File: src/rtl/clint_pkg.sv
// Shared constants for the CLINT trap controller: CSR addresses, cause codes,
// SYSTEM instruction encodings, mstatus/mie bit positions and the FSM state type.
package clint_pkg;

    localparam logic [11:0] CSR_MSTATUS = 12'h300;
    localparam logic [11:0] CSR_MEPC    = 12'h341;
    localparam logic [11:0] CSR_MCAUSE  = 12'h342;

    localparam logic [4:0] CODE_MSI       = 5'd3;
    localparam logic [4:0] CODE_MTI       = 5'd7;
    localparam logic [4:0] CODE_MEI       = 5'd11;
    localparam logic [4:0] CODE_LIRQ_BASE = 5'd16;
    localparam logic [4:0] CAUSE_ECALL    = 5'd11;
    localparam logic [4:0] CAUSE_EBREAK   = 5'd3;

    localparam logic [31:0] INST_ECALL  = 32'h0000_0073;
    localparam logic [31:0] INST_EBREAK = 32'h0010_0073;
    localparam logic [31:0] INST_MRET   = 32'h3020_0073;

    localparam int MSTATUS_MIE   = 3;
    localparam int MSTATUS_MPIE  = 7;
    localparam int MIE_MSI       = 3;
    localparam int MIE_MTI       = 7;
    localparam int MIE_MEI       = 11;
    localparam int MIE_LIRQ_BASE = 16;

    typedef enum logic [2:0] {
        ST_IDLE,
        ST_WR_MSTATUS,
        ST_WR_MEPC,
        ST_WR_MCAUSE,
        ST_MRET_MSTATUS,
        ST_ASSERT
    } state_t;

endpackage

File: src/rtl/clint_irq_prio.sv
// Fixed-priority interrupt encoder: MEI > MSI > MTI > L[0] > ... > L[N-1].
// Purely combinational; a line counts only when its mie enable bit is set.
module clint_irq_prio
    import clint_pkg::*;
#(
    parameter int XLEN     = 32,
    parameter int NUM_LIRQ = 4
) (
    input  logic                meip,
    input  logic                msip,
    input  logic                mtip,
    input  logic [NUM_LIRQ-1:0] lirq,
    input  logic [XLEN-1:0]     mie,
    output logic                valid,
    output logic [4:0]          code
);

    // Only a subset of mie bits are enables; the rest are reduced away here.
    logic unused_mie;
    assign unused_mie = ^mie;

    // Walk lowest priority first so higher-priority sources overwrite it.
    always_comb begin
        valid = 1'b0;
        code  = '0;
        for (int i = NUM_LIRQ - 1; i >= 0; i--) begin
            if (lirq[i] && mie[MIE_LIRQ_BASE + i]) begin
                valid = 1'b1;
                code  = CODE_LIRQ_BASE + 5'(i);
            end
        end
        if (mtip && mie[MIE_MTI]) begin
            valid = 1'b1;
            code  = CODE_MTI;
        end
        if (msip && mie[MIE_MSI]) begin
            valid = 1'b1;
            code  = CODE_MSI;
        end
        if (meip && mie[MIE_MEI]) begin
            valid = 1'b1;
            code  = CODE_MEI;
        end
    end

endmodule

File: src/rtl/clint_irq_ctrl.sv
// Machine-mode trap controller: arbitrates interrupts and ecall/ebreak/mret, sequences
// mstatus/mepc/mcause writes, then redirects EX. Define CLINT_VECTORED_EN for vectored mtvec.
module clint_irq_ctrl
    import clint_pkg::*;
#(
    parameter int XLEN     = 32,
    parameter int NUM_LIRQ = 4,
    parameter int CSR_AW   = 12
) (
    input  logic                clk,
    input  logic                rst,
    input  logic                meip_i,
    input  logic                msip_i,
    input  logic                mtip_i,
    input  logic [NUM_LIRQ-1:0] lirq_i,
    input  logic                inst_valid_i,
    input  logic [31:0]         inst_i,
    input  logic [XLEN-1:0]     inst_addr_i,
    input  logic                jump_flag_i,
    input  logic [XLEN-1:0]     jump_addr_i,
    input  logic [XLEN-1:0]     csr_mstatus_i,
    input  logic [XLEN-1:0]     csr_mie_i,
    input  logic [XLEN-1:0]     csr_mtvec_i,
    input  logic [XLEN-1:0]     csr_mepc_i,
    output logic                hold_flag_o,
    output logic                csr_we_o,
    output logic [CSR_AW-1:0]   csr_waddr_o,
    output logic [XLEN-1:0]     csr_wdata_o,
    output logic                int_flag_o,
    output logic [XLEN-1:0]     int_addr_o
);

    function automatic logic [XLEN-1:0] trap_mstatus(input logic [XLEN-1:0] v);
        logic [XLEN-1:0] r;
        r               = v;
        r[MSTATUS_MPIE] = v[MSTATUS_MIE];
        r[MSTATUS_MIE]  = 1'b0;
        return r;
    endfunction

    function automatic logic [XLEN-1:0] mret_mstatus(input logic [XLEN-1:0] v);
        logic [XLEN-1:0] r;
        r               = v;
        r[MSTATUS_MIE]  = v[MSTATUS_MPIE];
        r[MSTATUS_MPIE] = 1'b1;
        return r;
    endfunction

    state_t          state_q, state_d;
    logic            irq_valid;
    logic [4:0]      irq_code;
    logic [XLEN-1:0] epc_q, cause_q;
    logic            mret_q;
    logic            idle, dec_ok, is_ecall, is_ebreak, is_mret;
    logic            take_irq, take_sync, take_mret, detect;
    logic [XLEN-1:0] trap_base, trap_target;

    clint_irq_prio #(
        .XLEN     (XLEN),
        .NUM_LIRQ (NUM_LIRQ)
    ) u_prio (
        .meip  (meip_i),
        .msip  (msip_i),
        .mtip  (mtip_i),
        .lirq  (lirq_i),
        .mie   (csr_mie_i),
        .valid (irq_valid),
        .code  (irq_code)
    );

    assign idle      = (state_q == ST_IDLE);
    assign dec_ok    = inst_valid_i & ~jump_flag_i;
    assign is_ecall  = dec_ok & (inst_i == INST_ECALL);
    assign is_ebreak = dec_ok & (inst_i == INST_EBREAK);
    assign is_mret   = dec_ok & (inst_i == INST_MRET);

    // Interrupts win over a same-cycle SYSTEM instruction, which re-executes after return.
    assign take_irq  = idle & ~rst & irq_valid & csr_mstatus_i[MSTATUS_MIE];
    assign take_sync = idle & ~rst & ~take_irq & (is_ecall | is_ebreak);
    assign take_mret = idle & ~rst & ~take_irq & is_mret;
    assign detect    = take_irq | take_sync | take_mret;

    always_ff @(posedge clk) begin
        if (rst) state_q <= ST_IDLE;
        else     state_q <= state_d;
    end

    always_comb begin
        state_d = state_q;
        case (state_q)
            ST_IDLE: begin
                if (take_irq || take_sync) state_d = ST_WR_MSTATUS;
                else if (take_mret)        state_d = ST_MRET_MSTATUS;
            end
            ST_WR_MSTATUS:   state_d = ST_WR_MEPC;
            ST_WR_MEPC:      state_d = ST_WR_MCAUSE;
            ST_WR_MCAUSE:    state_d = ST_ASSERT;
            ST_MRET_MSTATUS: state_d = ST_ASSERT;
            ST_ASSERT:       state_d = ST_IDLE;
            default:         state_d = ST_IDLE;
        endcase
    end

    // Trap context is captured only in the detect cycle; later input changes cannot cancel it.
    always_ff @(posedge clk) begin
        if (rst) begin
            epc_q   <= '0;
            cause_q <= '0;
            mret_q  <= 1'b0;
        end else if (take_irq) begin
            epc_q   <= jump_flag_i ? jump_addr_i : inst_addr_i;
            cause_q <= {1'b1, {(XLEN-6){1'b0}}, irq_code};
            mret_q  <= 1'b0;
        end else if (take_sync) begin
            epc_q   <= inst_addr_i;
            cause_q <= XLEN'(is_ecall ? CAUSE_ECALL : CAUSE_EBREAK);
            mret_q  <= 1'b0;
        end else if (take_mret) begin
            mret_q  <= 1'b1;
        end
    end

    assign trap_base = {csr_mtvec_i[XLEN-1:2], 2'b00};
`ifdef CLINT_VECTORED_EN
    assign trap_target = (cause_q[XLEN-1] && csr_mtvec_i[1:0] == 2'b01)
                       ? trap_base + (XLEN'(cause_q[4:0]) << 2) : trap_base;
`else
    logic unused_mode;
    assign unused_mode = ^csr_mtvec_i[1:0];
    assign trap_target = trap_base;
`endif

    always_comb begin
        hold_flag_o = detect | ~idle;
        csr_we_o    = 1'b0;
        csr_waddr_o = '0;
        csr_wdata_o = '0;
        int_flag_o  = 1'b0;
        int_addr_o  = '0;
        case (state_q)
            ST_WR_MSTATUS: begin
                csr_we_o    = 1'b1;
                csr_waddr_o = CSR_AW'(CSR_MSTATUS);
                csr_wdata_o = trap_mstatus(csr_mstatus_i);
            end
            ST_WR_MEPC: begin
                csr_we_o    = 1'b1;
                csr_waddr_o = CSR_AW'(CSR_MEPC);
                csr_wdata_o = epc_q;
            end
            ST_WR_MCAUSE: begin
                csr_we_o    = 1'b1;
                csr_waddr_o = CSR_AW'(CSR_MCAUSE);
                csr_wdata_o = cause_q;
            end
            ST_MRET_MSTATUS: begin
                csr_we_o    = 1'b1;
                csr_waddr_o = CSR_AW'(CSR_MSTATUS);
                csr_wdata_o = mret_mstatus(csr_mstatus_i);
            end
            ST_ASSERT: begin
                int_flag_o = 1'b1;
                int_addr_o = mret_q ? csr_mepc_i : trap_target;
            end
            default: ;
        endcase
        // Reset forces a quiet interface even while the state register is still mid-sequence.
        if (rst) begin
            hold_flag_o = 1'b0;
            csr_we_o    = 1'b0;
            csr_waddr_o = '0;
            csr_wdata_o = '0;
            int_flag_o  = 1'b0;
            int_addr_o  = '0;
        end
    end

endmodule

File: config.mk
export PLATFORM = sky130hd
export DESIGN_NAME = clint_irq_ctrl
export DESIGN_NICKNAME = d
export VERILOG_FILES = /design/src/rtl/clint_pkg.sv /design/src/rtl/clint_irq_prio.sv /design/src/rtl/clint_irq_ctrl.sv
export SDC_FILE = /design/constraint.sdc
export NUM_CORES = 1
export LEC_CHECK = 0
export ABC_AREA = 1
export CELL_PAD_IN_SITES_DETAIL_PLACEMENT = 0
export CELL_PAD_IN_SITES_GLOBAL_PLACEMENT = 1
export CORE_MARGIN = 3
export CORE_UTILIZATION = 21
export DETAILED_ROUTE_END_ITERATION = 10
export GPL_TIMING_DRIVEN = 0
export HOLD_SLACK_MARGIN = 0.15
export PLACE_DENSITY_LB_ADDON = 0.1
export SKIP_CTS_REPAIR_TIMING = 1
export SYNTH_ARGS = -nofsm -noshare
export SYNTH_HDL_FRONTEND = slang
export SYNTH_SLANG_ARGS = --single-unit
File: constraint.sdc
create_clock -name clk -period 2.9 [get_ports clk]
set_input_delay 0.58 -clock clk [delete_from_list [all_inputs] [get_ports clk]]
set_output_delay 0.58 -clock clk [all_outputs]
set_load 0.005 [all_outputs]
Word-level counts from Yosys, hierarchy flattened
Index checks and enable logic that the tools add are counted.

word-level totals
  bits of input ports = 235
  logic and storage cells = 82
  register bits = 68
  output and inout bits = 79

cells by class
  bitwise operators = 18
  reductions and logical operators = 15
  mux-type cells = 35
  equal/unequal tests = 9

operators with widths
  cell                                                    count
  2-to-1 mux 32 bit                                       9
  case mux 32 bit (4 select lines)                        1
  2-to-1 mux 5 bit                                        7
  == test 32 x 21 -> 1 bit (second input constant)        1
  == test 32 x 30 -> 1 bit (second input constant)        1
  == test 32 x 7 -> 1 bit (second input constant)         1
  case mux 10 bit (3 select lines)                        1
  2-to-1 mux 1 bit                                        12
  2-to-1 mux 12 bit                                       1
  case mux 3 bit (4 select lines)                         1
  AND 1 bit                                               10
  logical AND 1 bit                                       7
  == test 3 x 2 -> 1 bit (second input constant)          2
  == test 3 bit (second input constant)                   2
  2-to-1 mux 3 bit                                        2
  OR reduction 2 bit                                      3
  2-to-1 mux 4 bit                                        1
  inverter 1 bit                                          4
  OR 1 bit                                                4
  OR reduction 4 bit                                      1
  == test 3 x 1 -> 1 bit (second input constant)          1
  zero test 3 bit                                         1
  inequality test 3 x 1 -> 1 bit (second input constant)  1
  OR reduction 3 bit                                      1
  2 further kinds                                         2

Depth between registers and ports, before layout
Gate-level depths: netlist of the first run.

  depth after elaboration = 17
  depth in mapped cells = 11
  mapped depth without buffers = 11

Hierarchy
A second synthesis of the first run with hierarchy kept.

unflattened totals
  cell total of the unflattened synthesis = 593
  area, all modules = 3370.7 um2

by module, submodules not included
  module          cells an instance  instances  area each (um2)  seq. area each (um2)
  clint_irq_ctrl  569                1          3265.6           840.8
  clint_irq_prio  24                 1          105.1            0.0

Worst setup path before layout of the first run
OpenSTA, ideal clock, no wires.

  path kind = input to output
  from = input port rst
  to = output port hold_flag_o
  path slack = 0.840 ns
  data arrival time = 1.480 ns
  stages = 6
  required time = 2.320 ns
  buffers on the path = 3
  path through = clkbuf_1 > inv_1 > clkbuf_1 > clkbuf_1 > nand2_1 > inv_1

on the way
  word-level cells in the longest chain between the ends = 11
  elaborated cells between the ends (all ways) = 12
  those cells by class = 1 x mux; 11 x bitwise

ends and longest elaborated chain
  item                    line                                                              text
  from (decl)             clint_irq_ctrl.sv:11                                              input logic rst,
  inverter 1 bit          clint_irq_ctrl.sv:78, clint_irq_ctrl.sv:79, clint_irq_ctrl.sv:80
  AND 1 bit               clint_irq_ctrl.sv:78, clint_irq_ctrl.sv:79, clint_irq_ctrl.sv:80
  AND 1 bit (2 in a row)  clint_irq_ctrl.sv:78                                              assign take_irq = idle & ~rst & irq_valid & csr_mstatus_i[MSTATUS_MIE];
  inverter 1 bit          clint_irq_ctrl.sv:79, clint_irq_ctrl.sv:80
  AND 1 bit               clint_irq_ctrl.sv:79, clint_irq_ctrl.sv:80
  AND 1 bit               clint_irq_ctrl.sv:79                                              assign take_sync = idle & ~rst & ~take_irq & (is_ecall | is_ebreak);
  OR 1 bit (2 in a row)   clint_irq_ctrl.sv:81                                              assign detect = take_irq | take_sync | take_mret;
  OR 1 bit                clint_irq_ctrl.sv:134                                             hold_flag_o = detect | ~idle;
  2-to-1 mux 1 bit (*)    clint_irq_ctrl.sv:168                                             if (rst) begin
  to (decl)               clint_irq_ctrl.sv:25                                              output logic hold_flag_o,

Mark *: on every way between the ends. The rest lies on a longest branch, timed or not.

Final worst setup path of the first run
  from = register state_q[0]
  to = output port csr_wdata_o[4]

on the way
  word-level cells in the longest chain between the ends = 3
  elaborated cells between the ends (all ways) = 6
  those cells by class = 4 x eq/ne; 2 x mux

ends and longest elaborated chain
  item                                   line                   text
  from (decl)                            clint_irq_ctrl.sv:49   state_t state_q, state_d;
  from (signal assigned)                 clint_irq_ctrl.sv:85   else state_q <= state_d;
  == test 3 bit (tied with other cells)  clint_irq_ctrl.sv:140  case (state_q)
  case mux 32 bit (4 select lines) (*)   clint_irq_ctrl.sv:140
  2-to-1 mux 32 bit (*)                  clint_irq_ctrl.sv:168
  to (decl)                              clint_irq_ctrl.sv:28   output logic [XLEN-1:0] csr_wdata_o,

Marks and branches as above.

==> results by group, run 1 <==
Synth
  – Synth top area cells: dfxtp_1 (23%), nand2_1 (15%), nor2_1 (13%)
  – Syn Area/Cell: 5.719 um^2
  – Number of enable flip-flop cells after synthesis: 0
  – Most frequent cell after synthesis: nand2_1
  – Leading area contributor after synthesis: dfxtp_1
  – Yosys Warn Count: 0
  – Synth Register Bits: 42
  – Synthesized area: 0.003689 mm^2
  – Top cells by count, synth: nand2_1 (152), nor2_1 (128), inv_1 (59), o21ai_1 (49)
  – Post-synthesis sequential area ratio: 22.80%
  – Share of the synthesized area in the top cell type: 22.80%
  – Post-Synthesis Cells: 645
  – Share of flip-flops with an asynchronous set or reset: 0%
  – Synth Flop Type: dfxtp_1
  – Distinct cells, synth: 31

STA
  – Clock skew: 0.009603 ns
  – Post-layout min period: 2.759 ns
  – Fmax: 362.5 MHz
  – Final Max Tran Viols: 0
  – Slew margin rel.: 56.78%
  – Period utilization: 95.12%
  – Count of final setup violators: 0
  – Fin. Hold Viols: 0
  – Measured slew at the worst slew-check pin: 0.6483 ns

Clock network
  – CTS max path bufs: 2
  – Inserted Clock Buffers: 5
  – Skew-Pair Late Insertion Delay: 0.29 ns
  – Clk pin slew, worst setup/hold paths: 0.07 ns
  – H-tree depth: 2
  – CTS tree: built
  – Root Driver: clkbuf_16
  – Sink Count: 42

Finish
  – Filler Cell Count: 1832
  – Share of layout cells above drive strength 1: 8.936%
  – P&R area growth vs syn: 91.66%
  – Ant diodes: 0
  – Final core occ: 41.89%
  – Post-layout nets: 1174

Floorplan
  – Initial cell density of the core: 21.85%
  – Placeable Area: 0.01688 mm^2
  – Die height: 138.5 um
  – Die area: 0.01919 mm^2
  – Die width: 138.5 um
  – Num rows: 47
  – I/O Pins: 314

Drt
  – Met3 wire length: 1279 um
  – Via count: 5041
  – Met2 routed WL: 8225 um
  – Average via count per standard cell: 4.346
  – Wire per inst: 14.89 um
  – Routed WL: 17270 um
  – DR iter-0 viols: 203
  – Post-route antenna net violation count: 0
  – DRT met1 WL: 7544 um
  – Top routing layer in use: met5
  – Number of detailed-route iterations in the first pass: 4
  – Drt drc: 0

Global route
  – Gr usage total: 17.22%
  – First-pass GRT wire length: 27120 um
  – Initial antenna violation count: 1
  – Largest net degree at the start of global routing: 14
  – Grt ovf: 0
  – Number of global-route vias before repair: 5000

Worst setup path
  – Critical path type: reg2out
  – CP peak stage delay: 0.54 ns
  – Critical Path Sink Type: output port
  – CP cell instances: inv_1 > nor2_1 > inv_1 > nor2_1 > inv_1 > nand2_2 > buf_6 > a221oi_1 > nor2_1 > clkdlybuf4s50_1
  – CP Max Fanout: 10
  – CP bufs+invs: 5
  – CP arrival: 2.18 ns
  – Crit-path slowest cell: clkdlybuf4s50_1
  – Depth of the worst register-to-register path: 9
  – CP top delay family: buffers and inverters
  – Worst path required time: 2.32 ns
  – Critical Path Source Type: flip-flop
  – Crit path depth: 10

Pwr
  – Ratio of total power to cell area: 485.9 mW/mm^2
  – Leakage power: 3.040 nW
  – Design Power: 3.435 mW
  – Max VDD drop: 289.5 uV

Placed design
  – Port Buf Inserts: 278
  – Detailed placement HPWL: 13980 um
  – Placer Congestion: 0.8165

Hold path
  – Hold Crit Depth: 2
  – Worst min-delay path class: reg2reg

Job
  – Max_cap viols: 0

Status
  – Status: complete, no violations
metrics by stage:
step | cells | TNS, ns | setup WS (ns) | hold slack [ns] | instance area [um^2]
floorplan | 651 | 0 | 0.8403 | 0.4421 | 3711
global placement | 1149 | -0.4108 | -0.2674 | 0.4535 | 6769
detailed placement | 1149 | -0.3721 | -0.2834 | 0.4568 | 6769
CTS | 1157 | -0.4332 | -0.2798 | 0.4664 | 6968
global route | 1160 | -0.007337 | -0.004186 | 0.4905 | 7069
finish | 1160 | 0 | 0.1414 | 0.4632 | 7069
area by class of cell:
| class | count | area [um^2] | share of cell area, % |
|---|---|---|---|
| buffer | 51 | 326.6 | 4.619 |
| clock buffer | 6 | 138.9 | 1.965 |
| clock inverter | 2 | 60.06 | 0.8496 |
| inverter | 64 | 242.7 | 3.434 |
| multi-input combinational | 494 | 2367 | 33.49 |
| sequential | 42 | 843.3 | 11.93 |
| tap | 220 | 275.3 | 3.894 |
| timing repair buffer | 281 | 2815 | 39.82 |
state kept, by name, indices dropped and copies added (netlist names):
signal	cells
state_q	3
mret_q	1
epc_q	32
cause_q	6
path summary, 6_finish.rpt:
path	slack [ns]	endpoint	startpoint
worst max-delay path	0.14	csr_wdata_o[4]	state_q[0]
worst min-delay path	0.46	cause_q[31]	cause_q[31]
worst max register to register	1.28	epc_q[8]	state_q[2]
worst min register to register	0.46	cause_q[31]	cause_q[31]
cell usage in the layout, fill, tap and decap left out, drive strengths merged:
cell type | netlist | layout
a21oi | 37 | 37
nor3 | 4 | 4
nand4 | 2 | 2
nand2 | 164 | 164
and2 | 1 | 1
nand3 | 11 | 11
clkdlybuf4s50 | 0 | 274
a22oi | 25 | 25
inv | 64 | 64
dlymetal6s2s | 0 | 4
conb | 1 | 7
nor2 | 131 | 131
o21bai | 2 | 2
o21ai | 99 | 99
bufinv | 0 | 2
dfxtp | 42 | 42
a221oi | 7 | 7
nor3b | 2 | 2
clkbuf | 24 | 31
a31oi | 2 | 2
buf | 27 | 29
routing by layer:
layer,vias up,track usage (%)
met4,2,3.380
met1,2189,21.39
li1,2648,-
met5,-,0
met3,16,5.103
met2,186,29.75
tightest hold or removal path, cell delays in order, from the launching register on:
cell and delay [ns]:
dfxtp_1 0.31, nand3_1 0.07, nand2_1 0.04
where the power goes:
group          switching, mW  internal (mW)  total, mW  leakage [nW]
sequential            0.0902          0.707      0.797         0.345
combinational          0.924          0.949       1.87          2.60
clock                  0.248          0.518      0.766        0.0971
total                   1.26           2.17       3.44          3.04
kinds of logic after synthesis:
group / count (synthesis) / synth area share (%)
simple gates: 315 / 35.01
buf+inv: 115 / 14.72
compound gates: 172 / 27.37
flops: 42 / 22.80
other cells: 1 / 0.1017
No activity file was read; power rests on OpenSTA's default activity.
==> inputs of run 2 (changes only) <==
ABC_AREA = default   (was 1)
CORE_UTILIZATION = 22   (was 21)
PLACE_DENSITY_LB_ADDON = 0.12   (was 0.1)
==> results by group, run 2 <==
Status
  – Status: finished, violations left
  – Failing checks: negative setup slack

Job
  – Max_cap viols: 0 (unchanged)

Synth
  – Number of enable flip-flop cells after synthesis: 0 (unchanged)
  – Top cells by count, synth: nor2_1 (78), mux2i_1 (63), dfxtp_1 (42), nor3_1 (40), a22oi_1 (33)
  – Post-synthesis compound-gate area fraction: 24.53% (-2.8 points)
  – Synth Area in Simple Gates: 21.42% (-14 points)
  – Synth Flop Type: dfxtp_1
  – Synthesized area: 0.003377 mm^2 (-8.4%)
  – Share of the synthesized area in the top cell type: 24.90% (+2.1 points)
  – Largest family of logic cells by synthesized area: compound AO/OA/AOI/OAI gates
  – Most frequent cell after synthesis: nor2_1
  – Distinct cells, synth: 48 (+55%)
  – Post-Synthesis Cells: 413 (-36%)
  – Synth top area cells: dfxtp_1 (25%), mux2i_1 (19%), nor2_1 (8.7%)
  – Leading area contributor after synthesis: dfxtp_1
  – Syn Area/Cell: 8.177 um^2 (+43%)
  – Synth Register Bits: 42 (unchanged)
  – XOR/XNOR Fraction of Synth Area: 0.2594% (+0.26 points)
  – Post-synthesis sequential area ratio: 24.90% (+2.1 points)
  – Share of flip-flops with an asynchronous set or reset: 0% (unchanged)
  – Yosys Warn Count: 0 (unchanged)
  – Multiplexer area fraction after synthesis: 20.34% (+20 points)
  – Adder-cell share of the synthesized area: 0% (unchanged)

Pwr
  – Combinational power share: 39.2% (-15 points)
  – Design Power: 2.041 mW (-41%)
  – Net Sw Frac: 29.09% (-7.6 points)
  – Ratio of total power to cell area: 296.5 mW/mm^2 (-39%)
  – Clock share of power: 28.2% (+5.9 points)
  – Max VDD drop: 211.9 uV (-27%)
  – Leakage power: 2.510 nW (-17%)
  – Pint: 1.447 mW (-33%)
  – Psw: 0.5937 mW (-53%)
  – Sequential share of power: 32.6% (+9.4 points)

STA
  – Post-layout min period: 2.920 ns (+0.1611 ns)
  – Fin worst setup slack: -0.01969 ns (-0.1611 ns)
  – Fin Setup TNS: -0.01969 ns (-0.01969 ns)
  – Period utilization: 100.7% (+5.6 points)
  – Fin. Hold Viols: 0 (unchanged)
  – Fmax: 342.5 MHz (-5.5%)
  – Slew margin rel.: 53.51% (-3.3 points)
  – Final Max Tran Viols: 0 (unchanged)
  – Count of final setup violators: 1 (+1)
  – RSZ-0062 raised after global routing: true
  – Clock skew: 0.004028 ns (-0.005575 ns)
  – Measured slew at the worst slew-check pin: 0.6973 ns (+0.04905 ns)

Global route
  – Met1 global-route usage: 19.96% (-1.4 points)
  – Number of global-route vias before repair: 4310 (-14%)
  – Gr busiest metal: met2
  – Grt ovf: 0 (unchanged)
  – Gr usage total: 16.69% (-0.53 points)
  – First-pass GRT wire length: 22380 um (-18%)
  – Met3 usage: 4.871% (-0.23 points)
  – Initial antenna violation count: 0 (-1)
  – GR Util met2: 29.85% (+0.092 points)
  – Largest net degree at the start of global routing: 14 (unchanged)

Floorplan
  – Die height: 129.9 um (-6.2%)
  – Initial cell density of the core: 22.89% (+1.0 points)
  – Die area: 0.01687 mm^2 (-12%)
  – Num rows: 44 (-6.4%)
  – Placeable Area: 0.01475 mm^2 (-13%)
  – Die width: 129.9 um (-6.2%)
  – I/O Pins: 314 (unchanged)

Finish
  – Post-layout nets: 951 (-19%)
  – Top reg by flops: epc_q
  – Most common cell after layout, fill and taps aside: clkdlybuf4s50_1
  – Top Registers: epc_q: 32 flops, cause_q: 6 flops, state_q: 3 flops
  – Commonest cells after routing, fill and taps aside: clkdlybuf4s50_1 (262), nor2_1 (74), mux2i_1 (63)
  – Share of layout cells above drive strength 1: 16.46% (+7.5 points)
  – Max FFs per register: 32 (unchanged)
  – P&R area growth vs syn: 103.8%
  – Filler Cell Count: 1469 (-20%)
  – Ant diodes: 0 (unchanged)

Clock network
  – H-tree depth: 2 (unchanged)
  – Sink Count: 42 (unchanged)
  – CTS max path bufs: 2 (unchanged)
  – Clk pin slew, worst setup/hold paths: 0.06 ns (about the same)
  – Inserted Clock Buffers: 5 (unchanged)
  – CTS tree: built
  – Root Driver: clkbuf_16
  – Skew-Pair Late Insertion Delay: 0.28 ns (about the same)

Worst setup path
  – Critical path type: in2out
  – Crit-path slowest cell: clkdlybuf4s50_1
  – CP arrival: 2.34 ns (+0.16 ns)
  – CP cell instances: clkdlybuf4s50_1 > inv_1 > a311oi_4 > buf_6 > nor2_1 > a31oi_1 > buf_2
  – CP Max Fanout: 6 (-4)
  – Critical Path Sink Type: output port
  – CP peak stage delay: 0.59 ns (+0.05 ns)
  – Worst path required time: 2.32 ns (about the same)
  – Depth of the worst register-to-register path: 10 (+1)
  – R2R Path Start: state_q[2]
  – Critical Path Source Type: primary input
  – FF-to-FF setup slack: 0.53 ns (-0.75 ns)
  – Terminus of the critical flop-to-flop path: epc_q[26]

Drt
  – Routed WL: 15400 um (-11%)
  – Via count: 4237 (-16%)
  – Average via count per standard cell: 4.703 (+8.2%)
  – Drt drc: 0 (unchanged)
  – Number of detailed-route iterations in the first pass: 4 (unchanged)
  – Post-route antenna net violation count: 0 (unchanged)
  – Wire per inst: 17.10 um (+15%)
  – DR iter-0 viols: 196 (-3.4%)

Hold path
  – Hold Crit Endpoint: cause_q[4]
  – Worst min-delay path class: reg2reg
  – Hold path start: cause_q[4]
  – Hold Crit Depth: 2 (unchanged)

Placed design
  – Placer Congestion: 0.7539 (-7.7%)
  – Port Buf Inserts: 279 (+0.36%)
  – Detailed placement HPWL: 12570 um (-10%)
[run 2: metal layers]
metal,routed length (um),up-vias
li1,-,2124
met1,6207,1909
met2,7674,195
met3,1358,9
met4,164,0
met5,0,-
[run 2: power by group through the flow]
stage          logic, mW  clock network [mW]  registers, mW
2_1_floorplan      0.354                   0          0.666
3_3_place_gp       0.752                   0          0.675
3_5_place_dp       0.764                   0          0.677
4_1_cts            0.767               0.594          0.664
5_1_grt            0.870               0.615          0.672
6_report           0.800               0.575          0.666
[run 2: worst max path at each step]
| stage | from | to | slack (ns) | depth (start not counted) |
|---|---|---|---|---|
| after floorplan | mtip_i | hold_flag_o | 0.33 | 5 |
| after global placement | rst | hold_flag_o | -1.13 | 8 |
| after detailed placement | inst_i[27] | hold_flag_o | -1.09 | 8 |
| after CTS | inst_i[27] | hold_flag_o | -1.12 | 8 |
| after global routing | inst_i[10] | hold_flag_o | -0.09 | 8 |
| final | csr_mstatus_i[3] | hold_flag_o | -0.02 | 7 |
[run 2: critical path, delay by kind of cell]
kind / cells / cell delay, ns
compound gates: 2 / 0.66
buf+inv: 4 / 1.03
simple gates: 1 / 0.05
[run 2: through the flow]
step	utilization [%]	hold WS [ns]	worst slack [ns]	cells	area (um^2)
after CTS	44.56	0.4644	-1.124	890	6574
after floorplan	-	0.4207	0.3305	419	3400
after global routing	46.65	0.4808	-0.09360	901	6883
final	46.65	0.4602	-0.01969	901	6883
after detailed placement	43.53	0.4514	-1.093	882	6422
after global placement	43.53	0.4298	-1.132	882	6422
[run 2: final cells by class]
| type | count | area, um^2 | area share, % |
|---|---|---|---|
| Tap cell | 184 | 230.2 | 3.345 |
| Multi-Input combinational cell | 319 | 2399 | 34.85 |
| Clock inverter | 2 | 12.51 | 0.1818 |
| Clock buffer | 6 | 138.9 | 2.018 |
| Buffer | 47 | 291.5 | 4.236 |
| Inverter | 9 | 33.78 | 0.4908 |
| Sequential cell | 42 | 844.6 | 12.27 |
| Timing Repair Buffer | 292 | 2933 | 42.61 |
[run 2: cell families (layout without fill, tap and decap cells)]
logic type / Yosys count / count (layout)
simple gates: 149 / 149
xor+xnor: 1 / 1
buf+inv: 58 / 356
mux: 68 / 68
compound gates: 94 / 94
other cells: 1 / 7
flops: 42 / 42
